$ cat src/rtl/truth_table_prober_if.sv
`default_nettype none
// ============================================================================
// Module   : truth_table_prober_if
// Brief    : Control/status bundle between a test sequencer and the prober.
// Revision : 1.0 - initial release
// ============================================================================
interface truth_table_prober_if #(
    parameter int SETTLE_W = 8
);
    logic                start;
    logic                abort;
    logic [SETTLE_W-1:0] settle_cycles;
    logic                busy;
    logic                done;
    logic [7:0]          table_word;
    logic [7:0]          mismatch;
    logic                pass;

    modport master (
        output start, abort, settle_cycles,
        input  busy, done, table_word, mismatch, pass
    );

    modport slave (
        input  start, abort, settle_cycles,
        output busy, done, table_word, mismatch, pass
    );
endinterface
`default_nettype wire

$ cat src/rtl/truth_table_prober.sv
`default_nettype none
// ============================================================================
// Module   : truth_table_prober
// Brief    : Walks a 3-input gate through all 8 rows, captures its truth table
//            and reports pass/fail against EXPECTED with a per-row mask.
// Revision : 1.0 - initial release
// ============================================================================
module truth_table_prober #(
    parameter int         SETTLE_W = 8,
    parameter logic [7:0] EXPECTED = 8'hA3
) (
    input  wire logic            clk,
    input  wire logic            rst_n,
    truth_table_prober_if.slave  ctrl,
    input  wire logic            dut_out,
    output logic                 in1,
    output logic                 in2,
    output logic                 in3
);

    localparam int c_HOLD_W = SETTLE_W + 2;

    typedef enum logic [1:0] {
        ST_IDLE   = 2'd0,
        ST_RUN    = 2'd1,
        ST_FINISH = 2'd2
    } state_t;

    state_t              r_state;
    state_t              w_next;
    logic                r_sync1;
    logic                r_sync2;
    logic [2:0]          r_row;
    logic [c_HOLD_W-1:0] r_hold;
    logic [SETTLE_W-1:0] r_settle;
    logic [7:0]          r_table_word;
    logic [7:0]          r_mismatch;
    logic                r_pass;
    logic                w_capture;
    logic [7:0]          w_final_word;
    logic [c_HOLD_W-1:0] w_reload;

    assign w_capture = (r_state == ST_RUN) && (r_hold == '0);
    assign w_reload  = {2'b00, r_settle} + c_HOLD_W'(2);

    // Word as it will look once the current capture lands; used for the verdict.
    always_comb begin
        w_final_word                = r_table_word;
        w_final_word[3'd7 - r_row]  = r_sync2;
    end

    always_comb begin
        w_next = r_state;
        case (r_state)
            ST_IDLE:   if (ctrl.start) w_next = ST_RUN;
            ST_RUN: begin
                if (ctrl.abort)                     w_next = ST_IDLE;
                else if (w_capture && r_row == 3'd7) w_next = ST_FINISH;
            end
            ST_FINISH: w_next = ST_IDLE;
            default:   w_next = ST_IDLE;
        endcase
    end

    always_ff @(posedge clk or negedge rst_n) begin
        if (!rst_n) r_state <= ST_IDLE;
        else        r_state <= w_next;
    end

    always_ff @(posedge clk or negedge rst_n) begin
        if (!rst_n) begin
            r_sync1      <= 1'b0;
            r_sync2      <= 1'b0;
            r_row        <= 3'd0;
            r_hold       <= '0;
            r_settle     <= '0;
            r_table_word <= 8'h00;
            r_mismatch   <= 8'h00;
            r_pass       <= 1'b0;
        end else begin
            r_sync1 <= dut_out;
            r_sync2 <= r_sync1;
            case (r_state)
                ST_IDLE: begin
                    if (ctrl.start) begin
                        r_table_word <= 8'h00;
                        r_mismatch   <= 8'h00;
                        r_pass       <= 1'b0;
                        r_row        <= 3'd0;
                        r_settle     <= ctrl.settle_cycles;
                        r_hold       <= {2'b00, ctrl.settle_cycles} + c_HOLD_W'(2);
                    end
                end
                ST_RUN: begin
                    if (ctrl.abort) begin
                        r_row      <= 3'd0;
                        r_mismatch <= 8'h00;
                        r_pass     <= 1'b0;
                    end else if (w_capture) begin
                        // Row 7 wraps to 0, leaving the gate inputs at 000 in FINISH.
                        r_table_word <= w_final_word;
                        r_row        <= r_row + 3'd1;
                        r_hold       <= w_reload;
                        if (r_row == 3'd7) begin
                            r_mismatch <= w_final_word ^ EXPECTED;
                            r_pass     <= (w_final_word == EXPECTED);
                        end
                    end else begin
                        r_hold <= r_hold - c_HOLD_W'(1);
                    end
                end
                default: ;
            endcase
        end
    end

    assign {in1, in2, in3}  = r_row;
    assign ctrl.busy        = (r_state != ST_IDLE);
    assign ctrl.done        = (r_state == ST_FINISH);
    assign ctrl.table_word  = r_table_word;
    assign ctrl.mismatch    = r_mismatch;
    assign ctrl.pass        = r_pass;

endmodule
`default_nettype wire
$ cat src/flat_wrapper.sv
// flat-port wrapper written by rule: the top's interface ports become plain ports
module truth_table_prober_flat 
#(
    parameter int         SETTLE_W = 8,
    parameter logic [7:0] EXPECTED = 8'hA3
)
  (clk, rst_n, dut_out, in1, in2, in3, ctrl_start, ctrl_abort, ctrl_settle_cycles, ctrl_busy, ctrl_done, ctrl_table_word, ctrl_mismatch, ctrl_pass);
  truth_table_prober_if #(.SETTLE_W(SETTLE_W)) ctrl_i ();
  input  wire logic clk;
  input  wire logic rst_n;
  input  wire logic dut_out;
  output logic in1;
  output logic in2;
  output logic in3;
  input wire logic [$bits(ctrl_i.start)-1:0] ctrl_start;
  input wire logic [$bits(ctrl_i.abort)-1:0] ctrl_abort;
  input wire logic [$bits(ctrl_i.settle_cycles)-1:0] ctrl_settle_cycles;
  output wire logic [$bits(ctrl_i.busy)-1:0] ctrl_busy;
  output wire logic [$bits(ctrl_i.done)-1:0] ctrl_done;
  output wire logic [$bits(ctrl_i.table_word)-1:0] ctrl_table_word;
  output wire logic [$bits(ctrl_i.mismatch)-1:0] ctrl_mismatch;
  output wire logic [$bits(ctrl_i.pass)-1:0] ctrl_pass;
  assign ctrl_i.start = ctrl_start;
  assign ctrl_i.abort = ctrl_abort;
  assign ctrl_i.settle_cycles = ctrl_settle_cycles;
  assign ctrl_busy = ctrl_i.busy;
  assign ctrl_done = ctrl_i.done;
  assign ctrl_table_word = ctrl_i.table_word;
  assign ctrl_mismatch = ctrl_i.mismatch;
  assign ctrl_pass = ctrl_i.pass;
  truth_table_prober #(.SETTLE_W(SETTLE_W), .EXPECTED(EXPECTED)) u_core (.clk(clk), .rst_n(rst_n), .ctrl(ctrl_i), .dut_out(dut_out), .in1(in1), .in2(in2), .in3(in3));
endmodule
$ cat config.mk
export PLATFORM = sky130hd
export DESIGN_NAME = truth_table_prober_flat
export DESIGN_NICKNAME = d
export VERILOG_FILES = /design/src/rtl/truth_table_prober_if.sv /design/src/rtl/truth_table_prober.sv /design/src/flat_wrapper.sv
export SDC_FILE = /design/constraint.sdc
export NUM_CORES = 1
export LEC_CHECK = 0
export CAP_MARGIN = 20
export CORE_MARGIN = 2
export CORE_UTILIZATION = 55
export DETAILED_ROUTE_END_ITERATION = 8
export GPL_ROUTABILITY_DRIVEN = 0
export MAX_ROUTING_LAYER = met4
export PLACE_DENSITY = 0.91
export SLEW_MARGIN = 15
export SYNTH_ARGS = -nofsm -noshare
export SYNTH_HDL_FRONTEND = slang
export SYNTH_SLANG_ARGS = --single-unit
$ cat constraint.sdc
create_clock -name clk -period 4.2 [get_ports clk]
set_clock_uncertainty 0.2 [all_clocks]
set_input_delay 0.63 -clock clk [delete_from_list [all_inputs] [get_ports clk]]
set_output_delay 0.63 -clock clk [all_outputs]
set_load 0.01 [all_outputs]
Word level (Yosys, flattened, before mapping)
Index checks and enable logic that the tools add are counted.
- logic and storage cells: 68
- bits in registers: 42
- output and inout bits: 22
- reduce and logical (&&, ||, !) cells: 13
- magnitude comparators: 2
- mux-type cells: 28
- bitwise gates (word level): 1
- $add $sub $neg: 5
- eq/ne operators: 10
- operators by type and width (cell ; count):
    2-to-1 mux 8 bit ; 6
    one-hot mux 8 bit (2 select lines) ; 2
    2-to-1 mux 10 bit ; 3
    one-hot mux 10 bit (2 select lines) ; 1
    adder 8 x 2 -> 9 bit, second input constant ; 2
    logical NOT 10 bit ; 1
    subtractor 10 x 1 -> 10 bit, second input constant ; 1
    2-to-1 mux 3 bit ; 3
    bitwise mux 8 bit ; 1
    == test 8 bit, second input constant ; 1
    AND reduction 4 bit ; 2
    2-to-1 mux 2 bit ; 3
    inequality test 3 bit, second input constant ; 2
    one-hot mux 3 bit (2 select lines) ; 1
    AND reduction 3 bit ; 2
    2-to-1 mux 1 bit ; 5
    less-than comparator 3 x 4 -> 1 bit, second input constant ; 1
    inequality test 2 bit, second input constant ; 2
    inverter 4 bit ; 1
    one-hot mux 2 bit (2 select lines) ; 1
    AND reduction 2 bit ; 2
    nonzero test 2 bit ; 2
    adder 3 x 1 -> 3 bit, second input constant ; 1
    demux 1 bit (select 3 bit) ; 1
    10 further kinds ; 12

Logic depth before layout (Yosys ltp)
- word-level depth: 11
- mapped depth: 9
- depth with buffers taken out: 7

Worst setup path after synthesis
OpenSTA, ideal clock, no wires.
- path kind: flip-flop to flip-flop
- from: register u_core.r_hold[0]
- to: register u_core.r_hold[0]
- data arrival time: 2.125 ns
- period minus slack after synthesis: 2.451 ns
- setup slack: 1.749 ns
- library setup time: 0.126 ns
- cell stages (with the launch flop): 10
- required time: 3.874 ns
- cell sequence: dfrtp_1 > inv_1 > ha_1 > or4b_1 > buf_2 > or3_1 > buf_2 > o21ai_0 > a21oi_1 > o32a_1
- word-level cells in the longest chain between the ends: 5
- ends and longest elaborated chain (element ; line ; RTL):
    start: declaration ; truth_table_prober.sv:34 ; logic [c_HOLD_W-1:0] r_hold;
    start signal: assignment ; truth_table_prober.sv:91 ; r_hold <= {2'b00, ctrl.settle_cycles} + c_HOLD_W'(2);
    start signal: assignment ; truth_table_prober.sv:103 ; r_hold <= w_reload;
    start signal: assignment ; truth_table_prober.sv:109 ; r_hold <= r_hold - c_HOLD_W'(1);
    parallel branches: the longest is 2 deep, another holds subtractor 10 x 1 -> 10 bit ; -- ;
    2-to-1 mux 10 bit * ; truth_table_prober.sv:99 ; end else if (w_capture) begin
    2-to-1 mux 10 bit * ; truth_table_prober.sv:95 ; if (ctrl.abort) begin
    one-hot mux 10 bit (2 select lines) * ; truth_table_prober.sv:83 ; case (r_state)
Mark *: on every way between the ends. The select of a mux whose other input is x is not followed.
A chain may end at the register's enable or synchronous reset.

Worst setup path in the final report
- from: register u_core.r_hold[0]
- to: register u_core.r_mismatch[4] (netlist: u_core.ctrl.mismatch[4])
- word-level cells in the longest chain between the ends: 4
- ends and longest elaborated chain (element ; line ; RTL):
    logical NOT 10 bit ; truth_table_prober.sv:43 ; assign w_capture = (r_state == ST_RUN) && (r_hold == '0);
    logical AND 1 bit ; truth_table_prober.sv:43 ;
    inequality test 3 x 2 -> 1 bit (no line) ; -- ;
    AND reduction 4 bit (no line) ; -- ;
    end signal: assignment ; truth_table_prober.sv:105 ; r_mismatch <= w_final_word ^ EXPECTED;
    end: declaration ; truth_table_prober.sv:37 ; logic [7:0] r_mismatch;
Every way passes these cells.

==> metrics.md <==
| Metric | Value |
|---|---|
| Fin. Hold Viols | `0` |
| Sw power | `0.000359 W` |
| Setup Buffers After CTS | `0` |
| CTS Buf Count | `5` |
| Initial Utilization | `0.583` |
| Routed WL per cell | `16.8 um` |
| Actual slew at the worst max-slew pin | `921 ps` |
| Final instance count without filler cells | `337` |
| Most used DFF post-synth | `dfrtp_1` |
| Post-DP Area | `2700 um2` |
| Die area | `4840 um2` |
| Cell Pwr Density | `372 nW/um2` |
| Critical Path RT | `4210 ps` |
| Reg clk slew, reported paths | `90 ps` |
| Unrepaired setup endpoints after global routing | `false` |
| Post-route ant nets | `0` |
| Hpwl dp | `4050 um` |
| Post-synthesis register bit count | `42` |
| Largest net degree at the start of global routing | `43` |
| Leakage | `1.15 nW` |
| CTS resizes | `0` |
| Max incr delay on CP | `560 ps` |
| FMAX | `353 MHz` |
| Crit path launch type | `flip-flop` |
| Combinational Power Share | `0.233` |
| CTS tree | `yes` |
| Fin util | `0.688` |
| Via count | `2138` |
| Final #Nets | `304` |
| Vias per inst | `6.34` |
| Clock group share of total power | `0.261` |
| Die Span X | `69.6 um` |
| Syn_area_per_cell | `9.10 um2` |
| Global-route wire length before repair | `9690 um` |
| Fin crit share | `0.675` |
| CTS Hold Bufs | `0` |
| Fraction of registers with async set/reset | `1.00` |
| H-tree depth | `2` |
| Pre-antenna DRT Iters | `5` |
| I/O pins | `35` |
| Remaining DRCs | `0` |
| Number of synthesized flops with an enable pin | `0` |
| Rows | `23` |
| Synth Cell Area | `2360 um2` |
| Post-Syn Instances | `260` |
| Post-layout minimum cycle time | `2830 ps` |
| Design area | `2790 um2` |
| CTS Buffer Depth | `2` |
| Hold Worst Slack | `158 ps` |
| Critical Path AT | `2850 ps` |
| CP max stage cell | `or4b_1` |
| Final Routed Wirelength | `5670 um` |
| Placed insts | `329` |
| CP max FO | `13` |
| CP cell instances | `inv_1 > ha_1 > or4b_1 > nor4_1 > o21ai_1 > o31ai_1` |
| Clock latency on the worst-skew pair | `320 ps` |
| Die height | `69.6 um` |
| Starting DRC count in detailed routing | `274` |
| Inserted Diodes | `0` |
| HP Class | `reg2reg` |
| Syn_nets | `278` |
| Final number of setup-violating endpoints | `0` |
| Setup CP Type | `reg2reg` |
| Yosys warnings | `0` |
| Final Max Tran Viols | `0` |
| Switching share of power | `0.346` |
| Final TNS setup | `0 ps` |
| Worst setup EP type | `flip-flop` |
| Seq pwr share | `0.506` |
| Synth cell types | `43` |
| Area Growth Syn to Fin | `18.1%` |
| Power Internal | `0.000679 W` |
| Grt total ovfl | `0` |
| Worst slew margin | `0.382` |
| Outcome | `complete, no violations` |
| Worst VDD drop | `0.000267 V` |
| Antenna violations before repair | `0` |
| Post-synthesis sequential area ratio | `0.444` |
| Input/output buffers | `34` |
| Clock sinks | `42` |
| Clock tree root buffer cell | `clkbuf_8` |
| GRT Overall Usage | `0.261` |
| Vias in the first global route | `2016` |
| Core ar. | `4060 um2` |
| MaxCap Viol Count | `0` |
| Fraction of layout cells with a size suffix above 1 | `0.0627` |
[synth_stat cells, drive strengths merged (3+ instances only)]
cell type  instances  share of area
nand2             30          0.048
or3                5          0.013
xnor2              5          0.019
or4                3         0.0095
o21a               3         0.0095
o21ai             24          0.051
a22o               5          0.019
nor2              18          0.029
nand3             11          0.023
nand2b             4          0.011
dfrtp             42           0.44
mux2               6          0.029
nor3              14          0.032
a31oi              3         0.0079
nand3b             3         0.0095
clkbuf            12          0.019
buf                3         0.0063
a21oi             10          0.021
ha                 5          0.026
inv                8          0.013
o31ai              7          0.022
xor2               7          0.026
mux2i              9          0.038
[layout make-up]
cell class / count / area [um2]
sequential: 42 / 1050
tap: 50 / 62.6
clock buffer: 5 / 68.8
inverter: 8 / 30.0
timing repair buffer: 34 / 335
fill: 318 / 1260
clock inverter: 3 / 21.3
multi-input combinational: 195 / 1220
[flip-flops by register name, indices dropped and copies added (netlist names)]
| signal | count |
|---|---|
| u_core.r_hold | 10 |
| u_core.ctrl.mismatch | 8 |
| u_core.r_state | 2 |
| u_core.ctrl.table_word | 8 |
| u_core.r_settle | 8 |
| u_core.r_sync1 | 1 |
| u_core.ctrl.pass | 1 |
| u_core.r_sync2 | 1 |
| u_core.r_row | 3 |
[per-layer routing]
layer	global-route usage	part of all wire
met1	0.341	0.43
met2	0.395	0.46
met3	0.0625	0.082
met4	0.102	0.025
met5	-	0
[final timing paths]
path                                   from  cells after the start  slack, ps                        end
min in group asynchronous             rst_n                      1        230         u_core.r_settle[3]
setup / recovery           u_core.r_hold[0]                      6       1370    u_core.ctrl.mismatch[4]
hold / removal               u_core.r_sync1                      0        160             u_core.r_sync2
hold reg to reg              u_core.r_sync1                      0        160             u_core.r_sync2
setup reg to reg           u_core.r_hold[0]                      6       1370    u_core.ctrl.mismatch[4]
max in group asynchronous             rst_n                      1       2980  u_core.ctrl.table_word[4]
[metrics by stage]
step                power [W]  setup slack (ps)
floorplan            0.000687              1750
global placement     0.000758              1320
detailed placement   0.000769              1240
CTS                   0.00103              1450
global route          0.00109              1160
finish                0.00104              1370
[power groups by stage]
| stage | clock, W | sequential (W) | combinational, W |
|---|---|---|---|
| after detailed placement | 0 | 0.000530 | 0.000239 |
| final | 0.000271 | 0.000525 | 0.000242 |
| after CTS | 0.000273 | 0.000523 | 0.000239 |
| after global routing | 0.000292 | 0.000536 | 0.000265 |
| after floorplan | 0 | 0.000505 | 0.000181 |
| after global placement | 0 | 0.000528 | 0.000230 |
[placed cells by master (no fill, tap or decap), types with 4 or more instances in the layout]
master / instances
nand2_1: 30
a21oi_1: 10
o21ai_0: 21
dfrtp_1: 42
xor2_1: 7
ha_1: 5
or3_1: 5
nand3_1: 11
xnor2_1: 5
mux2i_1: 9
nand2b_1: 4
mux2_2: 6
nor3_1: 13
a22o_1: 5
clkdlybuf4s50_1: 33
o31ai_1: 7
inv_1: 8
nor2_1: 18
clkbuf_8: 5
[kinds of logic after synthesis]
logic type	synth area share
compound gates	0.174
buf+inv	0.0381
simple gates	0.206
xor+xnor	0.0444
mux	0.0667
fa+ha+maj	0.0265
flops	0.444
[worst max-delay path: cells and delay by family, from the launching register on]
| family | cells | cell delay [ps] |
|---|---|---|
| adder cells (fa/ha/maj) | 1 | 170 |
| flip-flops | 1 | 420 |
| AO/OA/AOI/OAI | 2 | 770 |
| buffers and inverters | 1 | 90 |
| AND/OR/NAND/NOR | 2 | 1070 |
Power figures use the tool's default switching activity.
